--- config.mk ---
export PLATFORM = sky130hd
export DESIGN_NAME = prv_trap_sequencer
export DESIGN_NICKNAME = d
export VERILOG_FILES = /design/src/rtl/machine_mode_types_pkg.sv /design/src/rtl/rv32i_types_pkg.sv /design/src/rtl/prv_trap_priority_enc.sv /design/src/rtl/prv_trap_sequencer.sv
export SDC_FILE = /design/constraint.sdc
export NUM_CORES = 1
export LEC_CHECK = 0
export ABC_AREA = 1
export CAP_MARGIN = 20
export CORE_MARGIN = 4
export CORE_UTILIZATION = 38
export DETAILED_ROUTE_END_ITERATION = 12
export PLACE_DENSITY_LB_ADDON = 0.3
export RECOVER_POWER = 25
export SLEW_MARGIN = 10
export SYNTH_ARGS = -nofsm -noshare
export SYNTH_HDL_FRONTEND = slang
export SYNTH_SLANG_ARGS = --single-unit
--- constraint.sdc ---
create_clock -name CLK -period 1.32 [get_ports CLK]
set_input_delay 0.264 -clock CLK [delete_from_list [all_inputs] [get_ports CLK]]
set_output_delay 0.264 -clock CLK [all_outputs]
set_load 0.02 [all_outputs]
--- src/rtl/machine_mode_types_pkg.sv ---
`default_nettype none
// ============================================================================
// Module : machine_mode_types_pkg
// Brief  : Machine-mode trap types: sequencer states, cause codes, tval select.
// Rev    : 1.0 - initial release
// ============================================================================
package machine_mode_types_pkg;

    typedef enum logic [1:0] {
        ST_IDLE     = 2'd0,
        ST_FLUSH    = 2'd1,
        ST_HANDOFF  = 2'd2,
        ST_REDIRECT = 2'd3
    } trap_state_t;

    typedef enum logic [1:0] {
        TVAL_ZERO    = 2'd0,
        TVAL_PC      = 2'd1,
        TVAL_BADADDR = 2'd2
    } tval_sel_t;

    typedef logic [4:0] cause_t;

    localparam cause_t C_CAUSE_MAL_INSN         = 5'd0;
    localparam cause_t C_CAUSE_FAULT_INSN       = 5'd1;
    localparam cause_t C_CAUSE_ILLEGAL_INSN     = 5'd2;
    localparam cause_t C_CAUSE_BREAKPOINT       = 5'd3;
    localparam cause_t C_CAUSE_MAL_LOAD         = 5'd4;
    localparam cause_t C_CAUSE_FAULT_LOAD       = 5'd5;
    localparam cause_t C_CAUSE_MAL_STORE        = 5'd6;
    localparam cause_t C_CAUSE_FAULT_STORE      = 5'd7;
    localparam cause_t C_CAUSE_ENV_BASE         = 5'd8;
    localparam cause_t C_CAUSE_FAULT_INSN_PAGE  = 5'd12;
    localparam cause_t C_CAUSE_FAULT_LOAD_PAGE  = 5'd13;
    localparam cause_t C_CAUSE_FAULT_STORE_PAGE = 5'd15;

    // Field order matches the exception input order of the sequencer.
    typedef struct packed {
        logic mal_insn;
        logic fault_insn;
        logic illegal_insn;
        logic breakpoint;
        logic env;
        logic mal_l;
        logic fault_l;
        logic mal_s;
        logic fault_s;
        logic fault_insn_page;
        logic fault_load_page;
        logic fault_store_page;
    } exc_bits_t;

endpackage
`default_nettype wire

--- src/rtl/rv32i_types_pkg.sv ---
`default_nettype none
// ============================================================================
// Module : rv32i_types_pkg
// Brief  : Base RV32I datapath types shared across the core.
// Rev    : 1.0 - initial release
// ============================================================================
package rv32i_types_pkg;

    localparam int WORD_W = 32;

    typedef logic [WORD_W-1:0] word_t;

endpackage
`default_nettype wire

--- src/rtl/prv_trap_priority_enc.sv ---
`default_nettype none
// ============================================================================
// Module : prv_trap_priority_enc
// Brief  : Picks the highest-priority synchronous exception and its tval source.
// Rev    : 1.0 - initial release
// ============================================================================
module prv_trap_priority_enc
    import machine_mode_types_pkg::*;
(
    input  exc_bits_t  exc,
    input  logic [1:0] curr_privilege_level,
    output logic       valid,
    output cause_t     cause,
    output tval_sel_t  tval_sel
);

    always_comb begin
        valid    = 1'b1;
        cause    = C_CAUSE_MAL_INSN;
        tval_sel = TVAL_ZERO;
        if (exc.breakpoint) begin
            cause    = C_CAUSE_BREAKPOINT;
            tval_sel = TVAL_PC;
        end else if (exc.fault_insn_page) begin
            cause    = C_CAUSE_FAULT_INSN_PAGE;
            tval_sel = TVAL_PC;
        end else if (exc.fault_insn) begin
            cause    = C_CAUSE_FAULT_INSN;
            tval_sel = TVAL_PC;
        end else if (exc.illegal_insn) begin
            cause    = C_CAUSE_ILLEGAL_INSN;
        end else if (exc.mal_insn) begin
            cause    = C_CAUSE_MAL_INSN;
            tval_sel = TVAL_PC;
        end else if (exc.env) begin
            // ECALL code is offset by the privilege level it was raised from.
            cause    = C_CAUSE_ENV_BASE + {3'b000, curr_privilege_level};
        end else if (exc.mal_l) begin
            cause    = C_CAUSE_MAL_LOAD;
            tval_sel = TVAL_BADADDR;
        end else if (exc.mal_s) begin
            cause    = C_CAUSE_MAL_STORE;
            tval_sel = TVAL_BADADDR;
        end else if (exc.fault_load_page) begin
            cause    = C_CAUSE_FAULT_LOAD_PAGE;
            tval_sel = TVAL_BADADDR;
        end else if (exc.fault_store_page) begin
            cause    = C_CAUSE_FAULT_STORE_PAGE;
            tval_sel = TVAL_BADADDR;
        end else if (exc.fault_l) begin
            cause    = C_CAUSE_FAULT_LOAD;
            tval_sel = TVAL_BADADDR;
        end else if (exc.fault_s) begin
            cause    = C_CAUSE_FAULT_STORE;
            tval_sel = TVAL_BADADDR;
        end else begin
            valid    = 1'b0;
        end
    end

endmodule
`default_nettype wire

--- src/rtl/prv_trap_sequencer.sv ---
`default_nettype none
// ============================================================================
// Module : prv_trap_sequencer
// Brief  : Latches a trap at commit, flushes, hands off to priv block, redirects.
// Rev    : 1.0 - initial release
// ============================================================================
module prv_trap_sequencer
    import machine_mode_types_pkg::*;
    import rv32i_types_pkg::*;
(
    input  logic        CLK,
    input  logic        nRST,
    input  logic        ex_valid,
    input  logic        ex_stall,
    input  word_t       ex_pc,
    input  word_t       ex_badaddr,
    input  logic        mal_insn,
    input  logic        fault_insn,
    input  logic        illegal_insn,
    input  logic        breakpoint,
    input  logic        env,
    input  logic        mal_l,
    input  logic        fault_l,
    input  logic        mal_s,
    input  logic        fault_s,
    input  logic        fault_insn_page,
    input  logic        fault_load_page,
    input  logic        fault_store_page,
    input  logic [1:0]  curr_privilege_level,
    input  logic        intr,
    input  logic [3:0]  intr_cause,
    input  logic        insert_pc,
    input  word_t       priv_pc,
    output logic        pipe_clear,
    output logic        trap_req,
    output logic        trap_is_intr,
    output logic [4:0]  trap_cause,
    output word_t       trap_epc,
    output word_t       trap_tval,
    output logic        redirect_valid,
    output word_t       redirect_pc,
    output logic        busy
);

    trap_state_t r_state;
    trap_state_t w_state_next;
    exc_bits_t   w_exc;
    logic        w_enc_valid;
    cause_t      w_enc_cause;
    tval_sel_t   w_enc_tval_sel;
    logic        w_latch;
    logic        w_capture_redirect;
    logic        r_is_intr;
    cause_t      r_cause;
    word_t       r_epc;
    word_t       r_tval;
    word_t       r_redirect_pc;

    assign w_exc = {mal_insn, fault_insn, illegal_insn, breakpoint, env,
                    mal_l, fault_l, mal_s, fault_s,
                    fault_insn_page, fault_load_page, fault_store_page};

    prv_trap_priority_enc u_priority_enc (
        .exc                  (w_exc),
        .curr_privilege_level (curr_privilege_level),
        .valid                (w_enc_valid),
        .cause                (w_enc_cause),
        .tval_sel             (w_enc_tval_sel)
    );

    function automatic word_t sel_tval(tval_sel_t sel, word_t pc, word_t badaddr);
        case (sel)
            TVAL_PC:      sel_tval = pc;
            TVAL_BADADDR: sel_tval = badaddr;
            default:      sel_tval = '0;
        endcase
    endfunction

    always_ff @(posedge CLK or negedge nRST) begin
        if (!nRST) begin
            r_state <= ST_IDLE;
        end else begin
            r_state <= w_state_next;
        end
    end

    always_comb begin
        w_state_next       = r_state;
        w_latch            = 1'b0;
        w_capture_redirect = 1'b0;
        pipe_clear         = 1'b0;
        trap_req           = 1'b0;
        redirect_valid     = 1'b0;
        busy               = 1'b1;
        case (r_state)
            ST_IDLE: begin
                busy = 1'b0;
                if (ex_valid && !ex_stall && (intr || w_enc_valid)) begin
                    w_latch      = 1'b1;
                    w_state_next = ST_FLUSH;
                end
            end
            ST_FLUSH: begin
                pipe_clear   = 1'b1;
                w_state_next = ST_HANDOFF;
            end
            ST_HANDOFF: begin
                trap_req = 1'b1;
                if (insert_pc) begin
                    w_capture_redirect = 1'b1;
                    w_state_next       = ST_REDIRECT;
                end
            end
            ST_REDIRECT: begin
                redirect_valid = 1'b1;
                w_state_next   = ST_IDLE;
            end
            default: begin
                w_state_next = ST_IDLE;
            end
        endcase
    end

    // Interrupts take precedence over any exception committing alongside them.
    always_ff @(posedge CLK or negedge nRST) begin
        if (!nRST) begin
            r_is_intr     <= 1'b0;
            r_cause       <= '0;
            r_epc         <= '0;
            r_tval        <= '0;
            r_redirect_pc <= '0;
        end else begin
            if (w_latch) begin
                r_is_intr <= intr;
                r_cause   <= intr ? {1'b0, intr_cause} : w_enc_cause;
                r_epc     <= ex_pc;
                r_tval    <= intr ? '0 : sel_tval(w_enc_tval_sel, ex_pc, ex_badaddr);
            end
            if (w_capture_redirect) begin
                r_redirect_pc <= priv_pc;
            end
        end
    end

    assign trap_is_intr = r_is_intr;
    assign trap_cause   = r_cause;
    assign trap_epc     = r_epc;
    assign trap_tval    = r_tval;
    assign redirect_pc  = r_redirect_pc;

endmodule
`default_nettype wire

==> out/qor.yml, run 1 <==
status: "finished with violations"
violations: "negative setup slack"
grt-ovfl-total: 0
grt_max_degree: 48
globalplace.congestion: 0.802
syn_area_sq_um: 4990
setup_viol: 108
final_cell_area_sq_um: 9350
crit_arrival_ps: 1810
clock_tree.root_cell: "clkbuf_16"
post-route-drc-count: 0
hold_violations: 0
avgSynthCellArea_sq_um: 9.52
fin_cells: 1000
rrSetupSlack_ps: -250
rsz0062_at_grt: "true"
synth_edf_count: 0
synth_seq_cells: 103
report.final.slew_viol_count: 0
placedCellCount: 927
clock_sinks: 103
crit_type: "reg -> reg"
synth-seq-area-share_pct: 51.7
pin_count: 226
path_max_fanout: 6
rows: 41
cts_tree: "done"
wirelength_mm: 18.8
critPathMaxStageDelay_ps: 430
cts.htree.levels: 3
setup_slack_ps: -248
first_pass_iters: 4
synthCells: 524
antenna_found_initial: 0
skew_ps: 6.69
worst_pin_slew_ps: 505
clock.fmax_ghz: 0.638
clk_pin_slew_worst_paths_ps: 70
cp_num_buf_inv: 4
vias: 4993
clock_path_buffers: 2
portBuffers: 224
crit_path_end_kind: "flip-flop"
slowest_stage: "dfrtp_1"
synth_top_area_share_pct: 51.7
die_w_um: 123
grt_pass1_wl_mm: 27.2
post-dp-hpwl_mm: 11.3
finish.net_count: 951
max_slew_margin_pct: 66.3
fin_setup_tns_ps: -21200
drive_above_1_share_pct: 49.0
yosysWarnings: 0
cp.required_ps: 1560
critical-path-top-delay-family: "buffers and inverters"
hold_path_class: "in -> async"
synth.area.top_cells: "dfrtp_1 52%, nand2_1 13%, o21ai_2 10%, mux2_2 7.2%, inv_1 3.8%"
antenna_cells: 0
wl_per_cell_um: 18.8
min_period_ps: 1570
drtAntennaViolNets: 0
die-area_sq_um: 15000
grt_usage_pct: 23.3
p_leak_uw: 0.00453
die_h_um: 123
core_sq_um: 12700
place_area_sq_um: 7600
reg2reg_depth: 8
grt_pass1_vias: 5279
powerDensity_nw_per_um2: 2050
max-vdd-ir-drop_mv: 1.25
start_util_pct: 39.2
async_reset_ff_share_pct: 100
yosys-top-cells-count: "174 x nand2_1, 103 x dfrtp_1, 58 x o21ai_2"
ys.flop_type: "dfrtp_1"
cts_inserted_buffers: 9
viasPerCell: 4.99
holdWs_ps: 414
synth_cell_types: 26
reg2reg_to: "trap_tval[0]$_DFFE_PN0P_"
synth_top_area_cell: "dfrtp_1"
area_delta_synth_final_pct: 87.5
yosysMostFrequentCell: "nand2_1"
maxCapViolCount: 0
r2r_start: "r_state[1]$_DFFE_PN0P_"
first_iter_violations: 317
path_cells: "inv_2 > ha_4 > buf_6 > nand3_4 > clkbuf_16 > buf_16 > nand2_1 > o21ai_2"
clk_latency_ps: 340
period_share_pct: 119
synth_nets: 651
start_kind: "flip-flop"
cells by family after synthesis:
family                     after synthesis  share of synthesized area (%)
other                                    1                         0.0752
AOI/OAI and AO/OA                      102                           14.7
buffers and inverters                   80                           9.03
and+or+nand+nor                        199                           15.5
muxes                                   32                           7.23
DFF                                    103                           51.7
adders and majority gates                7                           1.76
worst max-delay path by stage:
stage / slack [ps] / cells past startpoint / start / to
after floorplan: -290 / 9 / mal_insn / trap_tval[0]$_DFFE_PN0P_
after global placement: -920 / 12 / mal_insn / trap_tval[6]$_DFFE_PN0P_
after detailed placement: -1040 / 11 / illegal_insn / trap_tval[22]$_DFFE_PN0P_
after CTS: -230 / 9 / r_state[1]$_DFFE_PN0P_ / trap_epc[12]$_DFFE_PN0P_
after global routing: -350 / 13 / mal_insn / trap_tval[7]$_DFFE_PN0P_
final: -250 / 8 / r_state[1]$_DFFE_PN0P_ / trap_tval[0]$_DFFE_PN0P_
flip-flops by register name (all words and copies together) (netlist names):
| name | cells |
|---|---|
| trap_cause | 4 |
| trap_tval | 32 |
| trap_epc | 32 |
| trap_is_intr | 1 |
| redirect_pc | 32 |
| r_state | 2 |
where the power goes:
group / switching, uW / total, uW / internal, uW / leakage, uW
clock: 1190 / 2890 / 1700 / 0.000155
sequential: 1250 / 5920 / 4680 / 0.00129
combinational: 5250 / 10300 / 5100 / 0.00309
total: 7680 / 19200 / 11500 / 0.00453
worst register-to-register path: cells and delay by family, from the launching register on:
family	cells	cell delay [ps]
buffers and inverters	4	610
AND/OR/NAND/NOR	2	220
adder cells (fa/ha/maj)	1	150
AO/OA/AOI/OAI	1	60
flip-flops	1	430
stage by stage:
| step | setup slack [ps] | total power (uW) | util, % |
|---|---|---|---|
| after floorplan | -288 | 10100 | - |
| after detailed placement | -1040 | 14400 | 59.7 |
| after CTS | -225 | 18100 | 71.0 |
| final | -248 | 19200 | 73.5 |
| after global routing | -346 | 20000 | 73.5 |
| after global placement | -920 | 14200 | 59.7 |
metal layers:
| metal | share of wire (%) | wire, um | GRT usage [%] |
|---|---|---|---|
| met4 | 3.0 | 570 | 9.52 |
| met3 | 5.0 | 939 | 4.10 |
| met2 | 53 | 10000 | 41.5 |
| met1 | 39 | 7220 | 27.7 |
| met5 | 0 | 0 | 0 |
cell type report:
class	instances	area, sq um
multi-input cells	341	2780
clock buffers	11	243
inverters	52	195
repair buffers	317	3270
well taps	172	215
fillers	891	3370
clock inverters	4	70.1
flip-flops and latches	103	2580
layout by cell type (no fill, tap or decap), drive strengths merged:
cell / count
a211oi: 1
a21boi: 1
a21oi: 1
buf: 100
bufinv: 2
clkbuf: 77
clkdlybuf4s15: 42
clkdlybuf4s50: 106
clkinv: 2
conb: 1
dfrtp: 103
dlygate4sd2: 2
dlygate4sd3: 1
ha: 7
inv: 52
mux2: 32
nand2: 174
nand3: 5
nand3b: 1
nor2: 17
nor3: 1
o21ai: 99
or2: 1
what timing repair did:
action | in CTS | in global routing
hold endpoints to repair | 16 | 0
cloned | 17 | 8
buffers inserted | 32 | 10
pin swaps | 31 | 23
resized for setup | 388 | 234
hold buffers | 1 | 0
endpoints found under the setup margin | 207 | 169
Power figures use the tool's default switching activity.
==> inputs of run 2 (changes only) <==
Settings changed: CORE_UTILIZATION 38 to 45, GPL_ROUTABILITY_DRIVEN set to 0.
Clock period 1.32 ns to 1.9 ns, I/O delays scaled along.
==> out/qor.yml, run 2 (synthesized netlist as in run 1, its figures left out) <==
grt-ovfl-total: 0
holdWs_ps: 475
final_cell_area_sq_um: 7850
antenna_cells: 0
first_pass_iters: 5
p_leak_uw: 0.00361
hold_violations: 0
path_max_fanout: 5
report.final.slew_viol_count: 0
clock_path_buffers: 2
die-area_sq_um: 12800
post-dp-hpwl_mm: 10.6
core_sq_um: 10800
die_h_um: 113
drive_above_1_share_pct: 21.4
setup_viol: 0
first_iter_violations: 278
cts_inserted_buffers: 9
drtAntennaViolNets: 0
clk_latency_ps: 350
clock.fmax_ghz: 0.545
hold_path_class: "in -> reg"
die_w_um: 113
grt_usage_pct: 23.0
cts_tree: "done"
antenna_found_initial: 0
clock_tree.root_cell: "clkbuf_8"
crit_arrival_ps: 2120
total_power_uw: 11200
clk_pin_slew_worst_paths_ps: 90
skew_ps: 4.18
final_common_cell: "clkdlybuf4s50_1"
grt_max_degree: 64
worst_pin_slew_ps: 654
start_kind: "input port"
crit_type: "in -> reg"
rows: 38
cts.htree.levels: 3
maxCapViolCount: 0
clock_sinks: 103
min_period_ps: 1840
period_share_pct: 96.6
wl_per_cell_um: 16.1
finish.net_count: 897
post-route-drc-count: 0
grt_pass1_vias: 4570
viasPerCell: 4.92
crit_path_end_kind: "flip-flop"
max-vdd-ir-drop_mv: 0.814
wirelength_mm: 14.7
rsz0062_at_grt: "true"
place_area_sq_um: 7390
grt_pass1_wl_mm: 23.6
vias: 4498
mostFrequentLayoutCells: "208 x clkdlybuf4s50_1, 169 x nand2_1, 103 x dfrtp_1"
start_util_pct: 46.0
portBuffers: 224
pin_count: 226
status: "finished clean"
area_delta_synth_final_pct: 57.3
max_slew_margin_pct: 56.4
powerDensity_nw_per_um2: 1420
cp.required_ps: 2180
-- run 2: changes by cell type in the layout (fill, tap and decap cells not counted), sizes merged --
cell,before,now
buf,100,37
clkinv,2,3
clkdlybuf4s50,106,208
clkbuf,77,17
dlygate4sd2,2,9
bufinv,2,1
clkdlybuf4s15,42,1
dlymetal6s2s,0,2
-- run 2: critical path, stage by stage --
cell and delay [ps]:
clkdlybuf4s50_1 490, nor3_2 260, inv_1 100, ha_4 230, nor2_4 200, buf_6 130, buf_4 120, nand2_1 60
o21ai_1 140
-- run 2: layout make-up --
cell class                      instances  area, sq um
Clock buffer                           12          145
Clock inverter                          4         45.0
Fill cell                             796         2990
Inverter                               52          195
Multi-Input combinational cell        341         2040
Sequential cell                       103         2580
Tap cell                              140          175
Timing Repair Buffer                  263         2670
-- run 2: repair_timing --
action                     in CTS  in global routing
setup endpoints to repair      36                 67
setup buffers                  11                  0
hold buffers                    1                  0
gates cloned                    5                  0
hold endpoints to repair        9                  0
resized for setup              39                 16
pin swaps                      12                 15
-- run 2: where the power goes --
part	switching [uW]	internal, uW
Clock	720	641
Combinational	3020	2970
Sequential	569	3240
-- run 2: final timing paths --
path	start	endpoint	slack, ps	depth (start not counted)
max	breakpoint	trap_tval[13]$_DFFE_PN0P_	60	9
min	illegal_insn	trap_cause[1]$_DFFE_PN0P_	480	7
max reg2reg	r_state[0]$_DFFE_PN0P_	redirect_pc[7]$_DFFE_PN0P_	380	5
min reg2reg	trap_epc[30]$_DFFE_PN0P_	trap_epc[30]$_DFFE_PN0P_	490	2
max in group asynchronous	nRST	trap_tval[25]$_DFFE_PN0P_	360	3
min in group asynchronous	nRST	trap_epc[2]$_DFFE_PN0P_	550	2
-- run 2: layer usage --
metal  vias up  global-route usage [%]  wire (um)
met5         -                       0          0
met4         0                    7.53        320
met3        22                    3.69        831
met2       165                    39.1       7440
met1      2155                    30.2       6100
li1       2156                       -          -
-- run 2: per-stage QoR --
step	util [%]	instances	setup slack, ps	TNS [ps]
floorplan	-	524	52.1	0
global placement	68.2	883	-506	-20710
detailed placement	68.2	883	-589	-23090
CTS	72.5	916	3.52	0
global route	72.4	915	-5.11	-10.6
finish	72.4	915	64.9	0
